<file path="src/rtl/parallel_serial_tx.sv">
// parallel_serial_tx
// Byte-to-serial transmitter for the comma-framed single-bit link.
// After reset it sends SYNC_COUNT comma bytes so the far end can find byte
// alignment. It then sends one byte every 8 clocks, MSB first, with no gaps.
// A byte is taken from the READY/VALID source at each slot boundary, and the
// comma byte fills any slot the source leaves empty.
module parallel_serial_tx #(
  parameter logic [7:0] COM        = 8'hBC,
  parameter int         SYNC_COUNT = 2
) (
  input  logic       CLK,
  input  logic       RESET,
  input  logic [7:0] DATA_IN,
  input  logic       VALID_IN,
  output logic       READY,
  output logic       DATA_OUT,
  output logic       TX_SYNC
);

  localparam int SYNC_W = (SYNC_COUNT < 1) ? 1 : $clog2(SYNC_COUNT + 1);

  typedef enum logic {SYNC, DATA} state_t;

  state_t            state;
  logic [2:0]        cnt;
  logic [7:0]        sh;
  logic [SYNC_W-1:0] sync_cnt;
  logic [7:0]        load_byte;
  logic              load;

  // A slot boundary (load edge) is the edge where the bit counter is zero.
  assign load = (cnt == 3'd0);

  // The source is offered a slot only in the data phase, and never while reset is held.
  assign READY = (state == DATA) && load && !RESET;

  // Select the byte for the next slot: source data when offered and valid, otherwise comma.
  always_comb begin
    load_byte = COM;
    if ((state == DATA) && VALID_IN) begin
      load_byte = DATA_IN;
    end
  end

  // Bit counter, shift register, sync preamble FSM and registered serial outputs.
  always_ff @(posedge CLK) begin
    if (RESET) begin
      state    <= SYNC;
      cnt      <= 3'd0;
      sync_cnt <= '0;
      sh       <= 8'd0;
      DATA_OUT <= 1'b0;
      TX_SYNC  <= 1'b1;
    end else begin
      cnt <= cnt + 3'd1;
      if (load) begin
        sh       <= load_byte;
        DATA_OUT <= load_byte[7];
        if (state == SYNC) begin
          sync_cnt <= sync_cnt + SYNC_W'(1);
          if (sync_cnt == SYNC_W'(SYNC_COUNT - 1)) begin
            state   <= DATA;
            TX_SYNC <= 1'b0;
          end
        end
      end else begin
        // Rotate rather than shift so that every bit of sh is read. The
        // wrapped bit is never sent, because the next load overwrites sh.
        sh       <= {sh[6:0], sh[7]};
        DATA_OUT <= sh[6];
      end
    end
  end

endmodule

</file>
<file path="config.mk">
export PLATFORM = sky130hd
export DESIGN_NAME = parallel_serial_tx
export DESIGN_NICKNAME = d
export VERILOG_FILES = /design/src/rtl/parallel_serial_tx.sv
export SDC_FILE = /design/constraint.sdc
export NUM_CORES = 1
export LEC_CHECK = 0
export CAP_MARGIN = 10
export CORE_MARGIN = 5
export CORE_UTILIZATION = 47
export CTS_CLUSTER_DIAMETER = 100
export DETAILED_ROUTE_END_ITERATION = 8
export PLACE_DENSITY = 0.73
export SYNTH_ARGS = -nofsm -noshare
export SYNTH_HDL_FRONTEND = slang
export SYNTH_SLANG_ARGS = --single-unit
</file>
<file path="constraint.sdc">
create_clock -name CLK -period 1.6 [get_ports CLK]
set_input_delay 0.48 -clock CLK [delete_from_list [all_inputs] [get_ports CLK]]
set_output_delay 0.48 -clock CLK [all_outputs]
set_load 0.02 [all_outputs]
</file>
==> impl_metrics.env <==
export IMPL_setup_viol=1
export IMPL_antennaDiodeCount=0
export IMPL_cts_tree="built"
export IMPL_skew_ns=0.00119
export IMPL_power_mw=0.867
export IMPL_ios=14
export IMPL_ant_nets=0
export IMPL_fillCellCount=115
export IMPL_cp_arrival_ns=1.19
export IMPL_crit_family="flip-flops"
export IMPL_grt_first_pass_wirelength_um=2030
export IMPL_grt_total_usage=0.130
export IMPL_dpl_hpwl_um=898
export IMPL_insertion_delay_ns=0.27
export IMPL_finalCritPeriodShare=1.05
export IMPL_die_w_um=47.7
export IMPL_status="finished with violations"
export IMPL_drv_slew=0
export IMPL_area_growth_pct=35.5
export IMPL_yosysWarnings=0
export IMPL_cts_max_path_buffers=2
export IMPL_slowest_stage="dfxtp_2"
export IMPL_grt_max_degree=21
export IMPL_clkSinkCount=15
export IMPL_place_ws_ns=-0.637
export IMPL_maxCapViolCount=0
export IMPL_htreeDepth=1
export IMPL_ys_types=20
export IMPL_grt_pass1_vias=518
export IMPL_p_per_area_nw_per_um2=959
export IMPL_io_buffers=13
export IMPL_gp_congestion=0.700
export IMPL_hold_violations=0
export IMPL_violations="setup timing"
export IMPL_initialDrtViolationCount=0
export IMPL_drcViolationCount=0
export IMPL_cts_buffers=3
export IMPL_critPathRequiredTime_ns=1.12
export IMPL_syn_inst=69
export IMPL_ys_ff_latch=15
export IMPL_path_cells="inv_2, ha_4, nand2b_4, nor3_4, buf_6"
export IMPL_nNetsFinal=105
export IMPL_postSynthAreaPerCell_um2=9.67
export IMPL_syn_area_um2=667
export IMPL_num_vias=509
export IMPL_cp_num_buf_inv=2
export IMPL_routed_wirelength_um=1220
export IMPL_core_um2=1320
export IMPL_max_slew_margin=0.837
export IMPL_rows=13
export IMPL_post_drt_via_cell_ratio=4.85
export IMPL_seq_area_frac_synth=0.450
export IMPL_clk_pin_slew_ns=0.08
export IMPL_wl_per_cell_um=11.6
export IMPL_cp_start_kind="flip-flop"
export IMPL_end_kind="primary output"
export IMPL_slowest_delay_ns=0.33
export IMPL_grt_overflow=0
export IMPL_fp_dieArea_um2=2270
export IMPL_final_layout_size_suffix_gt1_frac=0.222
export IMPL_synth_fp_nets=83
export IMPL_rsz0062_at_grt="true"
export IMPL_period_minus_slack_ns=1.67
export IMPL_min_path_type="reg2reg"
export IMPL_path_max_fanout=2
export IMPL_die_h_um=47.7
export IMPL_cts_root_buf="clkbuf_4"
export IMPL_drtPass1Iterations=1
export IMPL_worstSetupPathType="reg2out"
export IMPL_grt_antenna_before_repair=0
export IMPL_start_util=0.506
export IMPL_tightest_slew_ns=0.245
export IMPL_irDropWorstVdd_mv=0.642
export IMPL_fmax_mhz=598
export IMPL_fin_ws_ns=-0.0731
export IMPL_leakage_nw=0.381
-- stage by stage --
step	setup TNS (ns)	util	cells	instance area [um2]	hold slack (ns)
after floorplan	0	-	69	678	0.417
after global placement	-0.963	0.646	100	851	0.434
after detailed placement	-1.03	0.646	100	851	0.450
after CTS	-0.0863	0.664	104	875	0.463
after global routing	-0.131	0.686	105	903	0.485
final	-0.0731	0.686	105	903	0.457
-- state kept, by name (all words and copies together), names as in the netlist --
register / count
DATA_OUT: 1
TX_SYNC: 1
cnt: 3
sh: 7
state: 1
sync_cnt: 2
-- cell type report --
type | count | area (um2) | share of cell area
multi-input combinational | 34 | 313 | 0.346
sequential | 15 | 302 | 0.334
timing repair buffer | 20 | 180 | 0.199
inverter | 17 | 63.8 | 0.0706
clock buffer | 4 | 26.3 | 0.0291
tap | 15 | 18.8 | 0.0208
-- Yosys cell counts, drive strengths merged --
| cell type | number | area share |
|---|---|---|
| and4b | 1 | 0.015 |
| nor3b | 1 | 0.019 |
| nor3 | 1 | 0.0075 |
| nor2 | 4 | 0.023 |
| a21oi | 1 | 0.0075 |
| o32ai | 3 | 0.039 |
| nand2 | 1 | 0.0056 |
| a221oi | 5 | 0.066 |
| buf | 3 | 0.032 |
| nand4bb | 4 | 0.068 |
| inv | 17 | 0.096 |
| dfxtp | 15 | 0.45 |
| mux2 | 2 | 0.034 |
| a21o | 1 | 0.011 |
| nor2b | 4 | 0.038 |
| nand2b | 1 | 0.0094 |
| xnor2 | 1 | 0.013 |
| ha | 3 | 0.056 |
| nand3b | 1 | 0.011 |
-- routing by layer --
| layer | track usage | routed length (um) | vias to the layer above |
|---|---|---|---|
| met5 | 0 | 0 | - |
| met4 | 0.0806 | 10 | 0 |
| met3 | 0.0338 | 65 | 2 |
| met2 | 0.225 | 613 | 7 |
| met1 | 0.141 | 530 | 228 |
| li1 | - | - | 272 |
-- power breakdown --
part	switching (mW)	internal [mW]	leakage (nW)
Sequential	0.0174	0.417	0.124
Clock	0.114	0.0966	0.0150
Combinational	0.0983	0.124	0.242
Total	0.229	0.637	0.381
-- final timing paths --
check | from | endpoint | depth (start not counted) | slack [ns]
worst min register to register | sh[1]$_SDFF_PP0_ | sh[2]$_SDFF_PP0_ | 2 | 0.46
worst max-delay path | cnt[0]$_SDFF_PP0_ | READY | 5 | -0.07
worst min-delay path | sh[1]$_SDFF_PP0_ | sh[2]$_SDFF_PP0_ | 2 | 0.46
worst max register to register | cnt[0]$_SDFF_PP0_ | sync_cnt[0]$_SDFFE_PP0P_ | 5 | 0.26
-- worst min-delay path: stages, from the launching register on --
cell and delay [ns]:
dfxtp_1 0.30, inv_1 0.04, a221oi_1 0.06
-- what timing repair did --
item | in CTS | in global routing
setup buffers | 0 | 1
pin swaps | 0 | 1
resized for setup | 9 | 6
hold buffers | 0 | 0
setup endpoints to repair | 3 | 1
-- cells by family after synthesis --
family | Yosys count | synth area share
AO/OA/AOI/OAI | 10 | 0.124
XOR/XNOR | 1 | 0.0131
adder cells (fa/ha/maj) | 3 | 0.0563
buffers and inverters | 20 | 0.128
flip-flops | 15 | 0.450
multiplexers | 2 | 0.0338
AND/OR/NAND/NOR | 18 | 0.195
-- cells in the final DEF, fill, tap and decap left out, types with 2 or more instances in the layout --
cell type	instances
buf_4	7
clkbuf_4	3
dlygate4sd2_1	3
nand4bb_1	4
clkdlybuf4s50_1	9
inv_2	2
o32ai_1	3
nor2b_1	4
dfxtp_1	14
inv_1	15
nor2_1	4
a221oi_1	5
mux2_2	2
ha_1	2
(Power assumes the default switching activity.)
